File: src/rtl/mm_div_seq_pkg.sv
// Shared definitions for the sequential divider.
//   bit_width : default operand widths (divisor/quotient/remainder and dividend).
//   mm_defs   : divider FSM state encoding and the nominal clock period.
package bit_width;
  parameter int INWIDTH  = 16;
  parameter int OUTWIDTH = 2 * INWIDTH;
endpackage

package mm_defs;
  typedef enum logic [1:0] {
    DIV_IDLE = 2'd0,
    DIV_CALC = 2'd1,
    DIV_DONE = 2'd2
  } div_state_t;

  localparam int CLOCK_PERIOD = 10;
endpackage

File: src/rtl/mm_div_seq_step.sv
// mm_div_step: one combinational restoring-division iteration.
// Ports:
//   r_i    : partial remainder (always < d_i, so its extra MSB is zero and not carried)
//   bit_i  : next dividend bit shifted into the remainder
//   d_i    : divisor
//   r_o    : next partial remainder
//   qbit_o : quotient bit produced by this step
module mm_div_step #(
  parameter int W = 16
) (
  input  logic [W-1:0] r_i,
  input  logic         bit_i,
  input  logic [W-1:0] d_i,
  output logic [W-1:0] r_o,
  output logic         qbit_o
);
  logic [W:0] trial;

  assign trial  = {r_i, bit_i};
  assign qbit_o = (trial >= {1'b0, d_i});
  // When the subtraction happens the result is < d_i, so it fits in W bits.
  assign r_o    = qbit_o ? W'(trial - {1'b0, d_i}) : trial[W-1:0];
endmodule

File: src/rtl/mm_div_seq.sv
// mm_div_seq: sequential unsigned restoring divider, one quotient bit per clock.
// Handshake: a side transfers on a rising edge where its valid and ready are
// both high; the producer holds valid and data stable until then.
// Ports:
//   clk, rst            : clock, synchronous active-high reset
//   in_valid / in_ready : operand handshake (in_ready only in idle)
//   dividend, divisor   : OUTWIDTH-bit dividend, INWIDTH-bit divisor, sampled on accept
//   out_valid/out_ready : result handshake, result held until accepted
//   quotient, remainder : INWIDTH-bit results
//   dbz, ovf            : divide-by-zero / quotient-overflow flags (qualified by out_valid)
//   dbg_state           : current FSM state, for observation only
module mm_div_seq
  import mm_defs::*;
#(
  parameter int INWIDTH  = bit_width::INWIDTH,
  parameter int OUTWIDTH = 2 * INWIDTH
) (
  input  logic                clk,
  input  logic                rst,
  input  logic                in_valid,
  output logic                in_ready,
  input  logic [OUTWIDTH-1:0] dividend,
  input  logic [INWIDTH-1:0]  divisor,
  output logic                out_valid,
  input  logic                out_ready,
  output logic [INWIDTH-1:0]  quotient,
  output logic [INWIDTH-1:0]  remainder,
  output logic                dbz,
  output logic                ovf,
  output logic [1:0]          dbg_state
);
  localparam int CW = $clog2(INWIDTH + 1);

  div_state_t         state_q, state_d;
  logic [CW-1:0]      cnt_q, cnt_d;
  logic [INWIDTH-1:0] r_q, r_d;     // partial remainder; its (INWIDTH+1)th bit is always 0
  logic [INWIDTH-1:0] q_q, q_d;     // dividend low half shifting out, quotient shifting in
  logic [INWIDTH-1:0] d_q, d_d;
  logic [INWIDTH-1:0] quot_q, quot_d;
  logic [INWIDTH-1:0] rem_q, rem_d;
  logic               dbz_q, dbz_d;
  logic               ovf_q, ovf_d;
  logic               out_valid_q, out_valid_d;

  logic [INWIDTH-1:0] step_r;
  logic               step_qbit;

  mm_div_step #(.W(INWIDTH)) u_step (
    .r_i   (r_q),
    .bit_i (q_q[INWIDTH-1]),
    .d_i   (d_q),
    .r_o   (step_r),
    .qbit_o(step_qbit)
  );

  always_comb begin
    state_d     = state_q;
    cnt_d       = cnt_q;
    r_d         = r_q;
    q_d         = q_q;
    d_d         = d_q;
    quot_d      = quot_q;
    rem_d       = rem_q;
    dbz_d       = dbz_q;
    ovf_d       = ovf_q;
    case (state_q)
      DIV_IDLE: begin
        if (in_valid) begin
          if (divisor == '0) begin
            quot_d  = '1;
            rem_d   = dividend[INWIDTH-1:0];
            dbz_d   = 1'b1;
            ovf_d   = 1'b0;
            state_d = DIV_DONE;
          end else if (dividend[OUTWIDTH-1:INWIDTH] >= divisor) begin
            // Quotient would not fit in INWIDTH bits.
            quot_d  = '1;
            rem_d   = '0;
            dbz_d   = 1'b0;
            ovf_d   = 1'b1;
            state_d = DIV_DONE;
          end else begin
            r_d     = dividend[OUTWIDTH-1:INWIDTH];
            q_d     = dividend[INWIDTH-1:0];
            d_d     = divisor;
            cnt_d   = CW'(INWIDTH);
            state_d = DIV_CALC;
          end
        end
      end
      DIV_CALC: begin
        r_d   = step_r;
        q_d   = {q_q[INWIDTH-2:0], step_qbit};
        cnt_d = cnt_q - CW'(1);
        if (cnt_q == CW'(1)) begin
          quot_d  = {q_q[INWIDTH-2:0], step_qbit};
          rem_d   = step_r;
          dbz_d   = 1'b0;
          ovf_d   = 1'b0;
          state_d = DIV_DONE;
        end
      end
      DIV_DONE: begin
        if (out_ready) state_d = DIV_IDLE;
      end
      default: state_d = DIV_IDLE;
    endcase
    out_valid_d = (state_d == DIV_DONE);
  end

  always_ff @(posedge clk) begin
    if (rst) begin
      state_q     <= DIV_IDLE;
      cnt_q       <= '0;
      r_q         <= '0;
      q_q         <= '0;
      d_q         <= '0;
      quot_q      <= '0;
      rem_q       <= '0;
      dbz_q       <= 1'b0;
      ovf_q       <= 1'b0;
      out_valid_q <= 1'b0;
    end else begin
      state_q     <= state_d;
      cnt_q       <= cnt_d;
      r_q         <= r_d;
      q_q         <= q_d;
      d_q         <= d_d;
      quot_q      <= quot_d;
      rem_q       <= rem_d;
      dbz_q       <= dbz_d;
      ovf_q       <= ovf_d;
      out_valid_q <= out_valid_d;
    end
  end

  assign in_ready  = (state_q == DIV_IDLE);
  assign out_valid = out_valid_q;
  assign quotient  = quot_q;
  assign remainder = rem_q;
  assign dbz       = dbz_q;
  assign ovf       = ovf_q;
  assign dbg_state = state_q;
endmodule

File: config.mk
export PLATFORM = sky130hd
export DESIGN_NAME = mm_div_seq
export DESIGN_NICKNAME = d
export VERILOG_FILES = /design/src/rtl/mm_div_seq_pkg.sv /design/src/rtl/mm_div_seq_step.sv /design/src/rtl/mm_div_seq.sv
export SDC_FILE = /design/constraint.sdc
export NUM_CORES = 1
export LEC_CHECK = 0
export ABC_CLOCK_PERIOD_IN_PS = 3400
export CAP_MARGIN = 10
export CORE_ASPECT_RATIO = 0.8
export CORE_MARGIN = 10
export CORE_UTILIZATION = 40
export DETAILED_ROUTE_END_ITERATION = 10
export PLACE_DENSITY = 0.65
export SETUP_SLACK_MARGIN = 0.1
export SLEW_MARGIN = 15
export SYNTH_ARGS = -nofsm -noshare
export SYNTH_HDL_FRONTEND = slang
export SYNTH_SLANG_ARGS = --single-unit
File: constraint.sdc
create_clock -name clk -period 3.4 [get_ports clk]
set_input_delay 1.02 -clock clk [delete_from_list [all_inputs] [get_ports clk]]
set_output_delay 1.02 -clock clk [all_outputs]
set_load 0.02 [all_outputs]
=== Yosys cells after proc, flatten, opt, wreduce, memory -nomap -nowiden ===
Index checks and enable logic that the tools add are counted.

* $add $sub $neg: 2
* $lt $le $gt $ge: 2
* Equality and inequality tests: 9
* Mux-type cells: 38
* Bitwise logic cells: 2
* Reductions and logical operators: 6

{| class="wikitable"
|+ Operator list
! operator !! number
|-
| 16-bit two-way mux || 15
|-
| 16-bit one-hot mux with 2 select lines || 4
|-
| 17-bit by 16-bit greater-or-equal comparator with 1-bit output || 1
|-
| 16-bit greater-or-equal comparator || 1
|-
| 16-bit zero test || 1
|-
| 16-bit subtractor || 1
|-
| 5-bit two-way mux || 3
|-
| 4-bit AND reduction || 3
|-
| 2-bit two-way mux || 5
|-
| 5-bit one-hot mux with 2 select lines || 1
|-
| 2-bit != test (second input constant) || 4
|-
| 1-bit two-way mux || 7
|-
| 2-bit one-hot mux with 3 select lines || 1
|-
| 5-bit by 1-bit == test with 1-bit output (second input constant) || 1
|-
| 5-bit by 1-bit subtractor with 5-bit output (second input constant) || 1
|-
| 2-bit == test (second input constant) || 2
|-
| 1-bit one-hot mux with 2 select lines || 2
|-
| 3-bit by 1-bit != test with 1-bit output (second input constant) || 1
|-
| 2-bit by 1-bit == test with 1-bit output (second input constant) || 1
|-
| 2-bit zero test || 1
|-
| 1-bit inverter || 2
|-
| 2-bit nonzero test || 1
|}

* Register bits after elaboration: 90
* Input port bits: 52
* Output and inout port bits: 38
* Logic and storage cells: 69

=== Logic depth before layout (Yosys ltp) ===
Gate-level depths: netlist of the first run.

* Depth after elaboration: 6
* Mapped depth: 13
* Mapped depth without buffers: 11

=== Hierarchy ===
Synthesis of the first run repeated with hierarchy kept, for this count alone.

* Cells, all modules: 692
* Area total of the unflattened synthesis: 5506.5 µm²

{| class="wikitable"
|+ Modules (own cells, without submodules)
! module !! times used !! cells an instance !! area each (µm²) !! seq. area each (µm²)
|-
| mm_div_seq || 1 || 536 || 4341.7 || 1801.7
|-
| mm_div_step || 1 || 156 || 1164.9 || 0.0
|}

=== Worst setup path before layout of the first run ===
No wires, ideal clock.

* Kind: input to register
* From: in divisor[13]
* To: reg r_q[9]
* Data arrival time: 3020 ps
* Setup slack: 253 ps
* Stages: 11
* Path through: inv_1 -> ha_1 -> a21o_1 -> a21o_1 -> a211oi_4 -> nand3b_1 -> a2111oi_4 -> nor2_2 -> clkbuf_1 -> a222oi_1 -> nor2_1

* Word-level cells in the longest chain between the ends: 3

{| class="wikitable"
|+ Ends and longest elaborated chain
! element !! line !! source
|-
| start: declaration || mm_div_seq.sv:23 || <nowiki>input logic [INWIDTH-1:0] divisor,</nowiki>
|-
| 16-bit greater-or-equal comparator or 16-bit zero test (tied branches) || mm_div_seq.sv:75, mm_div_seq.sv:69 ||
|-
| 2-bit != test (no line) || - ||
|-
| 4-bit AND reduction (no line) (*) || - ||
|-
| end signal: assignment || mm_div_seq.sv:126 || <nowiki>r_q <= r_d;</nowiki>
|-
| end: declaration || mm_div_seq.sv:36 || <nowiki>logic [INWIDTH-1:0] r_q, r_d;</nowiki>
|}

Mark *: on every way between the ends. The rest lies on a longest branch, timed or not.
A chain may end at the register's enable or synchronous reset.

=== Worst setup path in the final report of the first run ===
* From: in divisor[7]
* To: reg rem_q[10] (netlist: remainder[10])

* Word-level cells in the longest chain between the ends: 4

{| class="wikitable"
|+ Ends and longest elaborated chain
! element !! line !! source
|-
| branches (longest 4 deep; another with 16-bit greater-or-equal comparator) || - ||
|-
| end signal: assignment || mm_div_seq.sv:130 || <nowiki>rem_q <= rem_d;</nowiki>
|-
| end: declaration || mm_div_seq.sv:40 || <nowiki>logic [INWIDTH-1:0] rem_q, rem_d;</nowiki>
|}

Several ways; the timed one is not identified. The select of a mux whose other input is x is not followed.

==> key figures, run 1 <==
Status
  • Status: finished, final reports clean

Pwr
  • Total Power: approximately 4800 uW
  • LEAKAGE: between 0.002 and 0.003 uW
  • Clk network pwr share: 0.198
  • Peak supply drop: roughly 0.39 mV
  • Net Sw Power: ~2000 uW
  • Power per cell area: a little under 700 nW/um2
  • Reg power frac: 0.280
  • Gate power share: 0.522
  • Sw frac: 0.421
  • Internal power: ~2800 uW

Final layout
  • # fillers: between 1,000 and 1,500
  • Post-Layout Inst Area: between 7000 and 8000 um2
  • Commonest non-fill, non-tap cell in the layout: nand2_1
  • Area of the multi-input gates: about 3100 um2
  • Area growth, synth to finish: 38.0%
  • Share of cells above drive strength 1: 0.165
  • Layout net count: roughly 840
  • FF/Latch Area: 1800 um2
  • Post-route insts no fill: 933
  • Commonest cells after routing, fill and taps aside: nand2_1 (115), dfxtp_1 (90), a21oi_1 (67)
  • Antenna diode count: 0

Global route
  • First-pass GRT wire length: about 28,000 um
  • GRT overflow: 0
  • Vias in the first global route: 5,236
  • Global-route usage over all layers: 0.196
  • Initial antenna violation count: 0
  • Pin count of the biggest net entering global routing: slightly above 60

Worst setup path
  • FF-to-FF setup slack: roughly 0.44 ns
  • Crit path max fanout: 9
  • Most Frequent Cell on Critical Path: buf_4
  • CP arrival: 3.48 ns
  • R2r worst-path depth: 11
  • Worst path cell trace: dlygate4sd2_1 -> inv_1 -> ha_4 -> and3_4 -> buf_4 -> nand4b_1 -> a21oi_2 -> o21ai_1 -> buf_4 -> o21ai_4 -> buf_6 -> nor2_1 -> a311oi_1
  • RR Startpoint: d_q[8]
  • CP Class: in -> reg
  • Crit-path max cell delay: a little over 0.3 ns
  • Critical path startpoint category: primary input
  • Critical Path Sink: remainder[10]
  • Crit path capture type: register
  • Data required, critical path: approximately 3.7 ns
  • Reg-to-Reg End: remainder[4]
  • Worst Setup SP: divisor[7]
  • Crit-path slowest cell: o21ai_4

Routing
  • DRC Markers: 0
  • WL/cell: about 19 um
  • Drt pass-1 iters: 7
  • DR iter-0 viols: a little over 500
  • Via-per-instance ratio: between 5 and 6
  • Final wirelength: 17,600 um
  • Total vias in the final route: approximately 5,300
  • Post-route ant nets: 0

STA
  • Clock Skews: ~0.0087 ns
  • Fin crit share: 0.949
  • Fmax: 310 MHz
  • Final-report hold violation count: 0
  • Final Max Tran Viols: 0
  • Worst-margin pin slew: between 0.9 and 1 ns
  • Max_slew headroom: 0.343
  • Clock period minus final worst setup slack: 3.23 ns
  • Final Setup Violations: 0
  • RSZ-0062 raised after global routing: false

Floorplan
  • Row cnt: 36
  • Die height: 121 um
  • Starting Density: 0.413
  • Die width: approximately 150 um
  • Placeable Area: ~12,000 um2
  • DIE AREA: 17,700 um2
  • Io pins: 90

Yosys
  • Top cell type's share of synthesized area: 0.354
  • Top_reg_cell synth: dfxtp_1
  • Syn Inst Count: ~640
  • Largest cells by area after synthesis: dfxtp_1 (35%), nand2_1 (8.5%), ha_1 (8.3%), a21oi_1 (6.8%), o221a_2 (3.5%)
  • Avg Inst Size Synth: ~7.9 um2
  • Post-synth top area cell: dfxtp_1
  • Asr flop ratio synth: 0
  • Mapped Area: 5100 um2
  • Number of enable flip-flop cells after synthesis: 0
  • Syn. warnings: 0
  • Synth Register Bits: 90
  • Syn nets: 731
  • Count of cell types in the netlist: 55
  • Seq/Total Area, Yosys: 0.354

CTS
  • # H-tree levels: 3
  • Clock Path Buffers: 2
  • TritonCTS clock tree: built
  • CTS Buf Count: 9
  • CTS Hold Bufs: 0
  • CTS sink count: 90
  • Clk_lat worst skew: roughly 0.35 ns
  • CTS clk-pin slew, worst paths: ~0.070 ns
  • Root Driver: clkbuf_16

Run
  • Max-Cap Viols: 0

Place
  • GP Congestion: between 0.9 and 1
  • Final HPWL DP: roughly 13,000 um
  • Post-DP Area: between 6000 and 7000 um2
  • Cells after DPL: a little over 900
  • Port bufs: ~90

Worst hold path
  • Class of the worst hold path: reg -> reg
==> kinds of logic (layout without fill, tap and decap cells) <==
| group | after synthesis | after routing | share of synthesized area |
|---|---|---|---|
| AOI/OAI and AO/OA | 210 | 210 | 0.281 |
| and+or+nand+nor | 212 | 212 | 0.185 |
| buffers and inverters | 81 | 199 | 0.0648 |
| xor gates and xnor gates | 12 | 12 | 0.0206 |
| DFF | 90 | 90 | 0.354 |
| adders and majority gates | 35 | 35 | 0.0874 |
| muxes | 4 | 4 | 0.00786 |
==> metal layers <==
metal,global-route usage,up-vias,routed length [um]
met5,0,-,0
met4,0.0662,0,463
met3,0.0529,36,1530
met2,0.297,257,7580
met1,0.264,2473,7990
li1,-,2535,-
==> sequential cells by signal, indices dropped and copies added, names as in the netlist <==
name / flops
cnt_q: 5
d_q: 16
dbg_state: 2
dbz: 1
out_valid: 1
ovf: 1
q_q: 16
quotient: 16
r_q: 16
remainder: 16
==> worst max-delay path, delay by kind of cell <==
| kind | cells | cell delay (ns) |
|---|---|---|
| fa+ha+maj | 1 | 0.29 |
| buf+inv | 5 | 0.81 |
| simple gates | 3 | 0.50 |
| compound gates | 4 | 0.86 |
==> worst min-delay path by stage <==
stage,from,to,slack (ns),cells after the start
2_1_floorplan,d_q[10],d_q[10],0.44,2
3_3_place_gp,d_q[5],d_q[5],0.44,2
3_5_place_dp,d_q[9],d_q[9],0.45,2
4_1_cts,d_q[9],d_q[9],0.46,2
5_1_grt,d_q[13],d_q[13],0.48,2
6_report,d_q[9],d_q[9],0.46,2
==> stage by stage <==
stage | hold slack [ns] | worst slack (ns) | setup TNS, ns | util
floorplan | 0.436 | 0.253 | 0 | -
global placement | 0.444 | -0.545 | -36.03 | 0.523
detailed placement | 0.452 | -0.687 | -46.10 | 0.523
CTS | 0.461 | 0.107 | 0 | 0.562
global route | 0.484 | 0.0631 | 0 | 0.570
finish | 0.460 | 0.174 | 0 | 0.570
==> timing repair <==
action / in CTS / in global routing
gates cloned: 4 / 0
resized for setup: 32 / 38
setup buffers: 0 / 1
setup endpoints to repair: 90 / 77
pin swaps: 14 / 19
==> cell type report <==
class	instances	area share
Multi-Input combinational cell	473	0.446
Sequential cell	90	0.256
Timing Repair Buffer	146	0.208
Clock buffer	10	0.0326
Tap cell	171	0.0304
Inverter	37	0.0197
Clock inverter	6	0.00694
==> synth_stat cells, drive strengths merged (3+ instances only) <==
master   number
a21oi        69
a21o         21
o21a          4
nand2       115
xnor2        11
nor3         10
a311oi        4
and2          3
a221oi        4
a222oi        5
nand2b        7
nor2         36
or2           4
nor4          4
o221a        16
a22oi         6
dfxtp        90
o211ai        4
nor2b         4
o31ai         3
a211oi        8
o21ai        35
and3          3
a2111oi       3
inv          37
buf          15
clkbuf       29
nand3        11
ha           34
mux2i         4
nand4         7
a31oi        17
==> power by group through the flow <==
stage          Clock [uW]  Combinational [uW]  Sequential (uW)
6_report              957                2520             1360
5_1_grt              1010                2750             1380
4_1_cts               963                2460             1350
3_5_place_dp            0                2360             1370
3_3_place_gp            0                2300             1360
2_1_floorplan           0                1560             1400
No activity file was read; power rests on OpenSTA's default activity.
==> inputs of run 2 (changes only) <==
GPL_ROUTABILITY_DRIVEN = 1   (was default)
==> results of run 2 <==
Same layout as run 1: the final DEF is identical, and so are final timing and power.
==> inputs of run 3 (changes only) <==
GPL_TIMING_DRIVEN = 0   (was default)
REMOVE_ABC_BUFFERS = 1   (was default)
SYNTH_HIERARCHICAL = 1   (was default)
==> run 3 against run 2 <==
  * Combinational power rose by 6%
  * Critical path depth decreased by 1
  * Global-route usage fell by 1.1 points
  * Synthesized area grew 8.1%
  * Power increased by 5.7%
  * Largest power group unchanged
  * Worst hold slack worse by 0.0038 ns
  * Via count increased by 1.8%
  * Clock skew down 0.0023 ns
  * Critical endpoint is now remainder[9]
==> key figures, run 3 <==
Status
  • Status: finished, final reports clean

Yosys
  • Number of enable flip-flop cells after synthesis: 0
  • Count leader, synth: nor2_1
  • Top_reg_cell synth: dfxtp_1
  • Commonest cells post-synth: nor2_1 (124), dfxtp_1 (90), nand2_1 (78), inv_1 (43), nor3_1 (43)
  • Top cell type's share of synthesized area: 0.327
  • Simple-gate portion of the synthesized area: 0.303
  • Avg Inst Size Synth: about 8.0 um2
  • Largest family of logic cells by synthesized area: simple AND/OR/NAND/NOR gates
  • Asr flop ratio synth: 0
  • Adder-cell area share of the yosys netlist: 0.0809
  • Mapped Area: approximately 5500 um2
  • XOR/XNOR Fraction of Synth Area: 0.0239
  • Largest cells by area after synthesis: dfxtp_1 (33%), nor2_1 (8.5%), ha_1 (7.7%), nand2_1 (5.3%), nor4_2 (5.0%)
  • Compound-gate portion of the synthesized area: 0.147
  • Syn. warnings: 6
  • Syn Inst Count: between 600 and 700
  • Seq/Total Area, Yosys: 0.327
  • Count of cell types in the netlist: between 60 and 70
  • Synth Register Bits: 90
  • Post-synth top area cell: dfxtp_1
  • Mux cell area share after synthesis: 0.0373

CTS
  • CTS sink count: 90
  • TritonCTS clock tree: built
  • Clk_lat worst skew: approximately 0.35 ns
  • CTS clk-pin slew, worst paths: 0.07 ns
  • # H-tree levels: 3
  • Clock Path Buffers: 2
  • CTS Buf Count: 9
  • CTS Hold Bufs: 0
  • Root Driver: clkbuf_16

Global route
  • First-pass GRT wire length: 28,100 um
  • Pin count of the biggest net entering global routing: 66
  • Met2 global-route usage: 0.277
  • GR Layer Usage met3: 0.0674
  • Grt met1 use: 0.238
  • Busiest grt layer: met2
  • GRT overflow: 0
  • Vias in the first global route: between 5,000 and 6,000
  • Initial antenna violation count: 1
  • Global-route usage over all layers: 0.185

Routing
  • DR iter-0 viols: approximately 330
  • Via-per-instance ratio: about 5.6
  • Post-route ant nets: 0
  • Total vias in the final route: 5,396
  • Drt pass-1 iters: 5
  • DRC Markers: 0
  • Final wirelength: around 18,000 um
  • WL/cell: about 19 um

STA
  • Fmax: about 310 MHz
  • Final Setup Violations: 0
  • TNS Setup: 0 ns
  • Final Max Tran Viols: 0
  • Worst-margin pin slew: between 0.8 and 0.9 ns
  • Clock period minus final worst setup slack: ~3.2 ns
  • Clock Skews: about 0.0064 ns
  • Fin crit share: 0.954
  • Final-report hold violation count: 0
  • Max_slew headroom: 0.419
  • RSZ-0062 raised after global routing: true

Worst setup path
  • Most Frequent Cell on Critical Path: buf_4
  • R2r worst-path depth: 11
  • FF-to-FF setup slack: roughly 0.28 ns
  • Crit-path max cell delay: about 0.52 ns
  • Crit path max fanout: 12
  • CP Class: in -> reg
  • Critical path startpoint category: primary input
  • Data required, critical path: around 3.7 ns
  • Reg-to-Reg End: remainder[14]
  • Worst path cell trace: clkdlybuf4s50_1 -> inv_1 -> ha_4 -> nand4_1 -> buf_4 -> nor2_2 -> a32oi_4 -> buf_4 -> a31oi_4 -> buf_12 -> nor2_1 -> nor4_1
  • RR Startpoint: q_q[15]
  • Crit path capture type: register
  • Crit-path slowest cell: clkdlybuf4s50_1
  • CP arrival: 3.49 ns

Floorplan
  • Placeable Area: approximately 14,000 um2
  • Starting Density: 0.408
  • Io pins: 90
  • Die height: 125 um
  • Row cnt: 38
  • DIE AREA: about 19,000 um2
  • Die width: 151 um

Run
  • Max-Cap Viols: 0

Final layout
  • Area growth, synth to finish: 31.8%
  • Layout net count: 864
  • Post-Layout Inst Area: about 7300 um2
  • Share of cells above drive strength 1: 0.146
  • # fillers: 1,286
  • Commonest non-fill, non-tap cell in the layout: nor2_1
  • Antenna diode count: 0
  • Commonest cells after routing, fill and taps aside: nor2_1 (122), dfxtp_1 (90), clkdlybuf4s50_1 (79)

Worst hold path
  • Hold path startpoint: d_q[11]
  • Class of the worst hold path: reg -> reg
  • Hold endpoint: d_q[11]
  • Hold Path Stages: 2

Place
  • Port bufs: 89
  • Post-DP Area: ~6500 um2
  • Final HPWL DP: approximately 12,000 um
  • GP Congestion: roughly 0.95

Pwr
  • Power per cell area: slightly above 700 nW/um2
  • Peak supply drop: between 0.3 and 0.4 mV
  • Total Power: between 5000 and 6000 uW
  • LEAKAGE: ~0.0030 uW
==> run 3: cell count changes in the layout (fill, tap and decap cells not counted), moves of 7 or more <==
cell | previous run | this run
a21o_1 | 21 | 3
a21oi_1 | 67 | 37
and3_1 | 1 | 10
buf_4 | 45 | 14
clkdlybuf4s50_1 | 65 | 79
ha_1 | 26 | 33
inv_1 | 34 | 42
mux2_4 | 0 | 8
nand2_1 | 115 | 77
nor2_1 | 35 | 122
nor3_1 | 10 | 42
nor4_2 | 1 | 27
o21ai_0 | 26 | 17
o221a_2 | 16 | 0
==> run 3: cell type report <==
| type | count | area (um2) | area share |
|---|---|---|---|
| multi-input cells | 516 | 3460 | 0.476 |
| flip-flops and latches | 90 | 1800 | 0.248 |
| repair buffers | 116 | 1300 | 0.179 |
| clock buffers | 11 | 243 | 0.0334 |
| well taps | 180 | 225 | 0.0310 |
| inverters | 44 | 168 | 0.0231 |
| clock inverters | 3 | 65.1 | 0.00896 |
==> run 3: worst max-delay path by stage <==
stage / slack [ns] / endpoint / start
floorplan: -0.40 / r_q[0] / dividend[16]
CTS: 0.09 / q_q[14] / divisor[11]
finish: 0.16 / remainder[9] / divisor[11]
global route: 0.08 / r_q[12] / dividend[31]
detailed placement: -1.04 / r_q[11] / divisor[13]
global placement: -2.12 / r_q[7] / divisor[11]
==> run 3: through the flow <==
stage	cells	util	setup WS, ns	hold WS [ns]
after global routing	960	0.538	0.0770	0.480
after detailed placement	920	0.478	-1.04	0.451
after global placement	916	0.470	-2.12	0.446
final	960	0.538	0.158	0.456
after floorplan	647	-	-0.400	0.430
after CTS	956	0.526	0.0921	0.459
==> run 3: worst max-delay path: cells and delay by family <==
kind                       cells  cell delay, ns
buffers and inverters          5            1.20
and+or+nand+nor                4            0.68
AOI/OAI and AO/OA              2            0.30
adders and majority gates      1            0.28
==> run 3: per-layer routing <==
metal  part of all wire  vias up
li1                   -     2582
met1               0.44     2578
met2               0.45      187
met3              0.085       47
met4              0.025        2
met5            0.00094        -
==> run 3: where the power goes <==
| part | switching, uW | internal, uW | total (uW) |
|---|---|---|---|
| Clock | 416 | 655 | 1070 |
| Sequential | 141 | 1240 | 1380 |
| Combinational | 1440 | 1210 | 2660 |
| Total | 2000 | 3110 | 5110 |
==> run 3: kinds of logic after synthesis <==
group	Yosys count
AOI/OAI and AO/OA	115
xor gates and xnor gates	15
adders and majority gates	35
buffers and inverters	89
DFF	90
muxes	16
and+or+nand+nor	332
==> run 3: repair_timing <==
action,4_1_cts,5_1_grt
gates cloned,5,0
pin swaps,10,12
buffers inserted,17,4
resized for setup,15,28
endpoints found under the hold margin,0,0
setup endpoints to repair,88,85
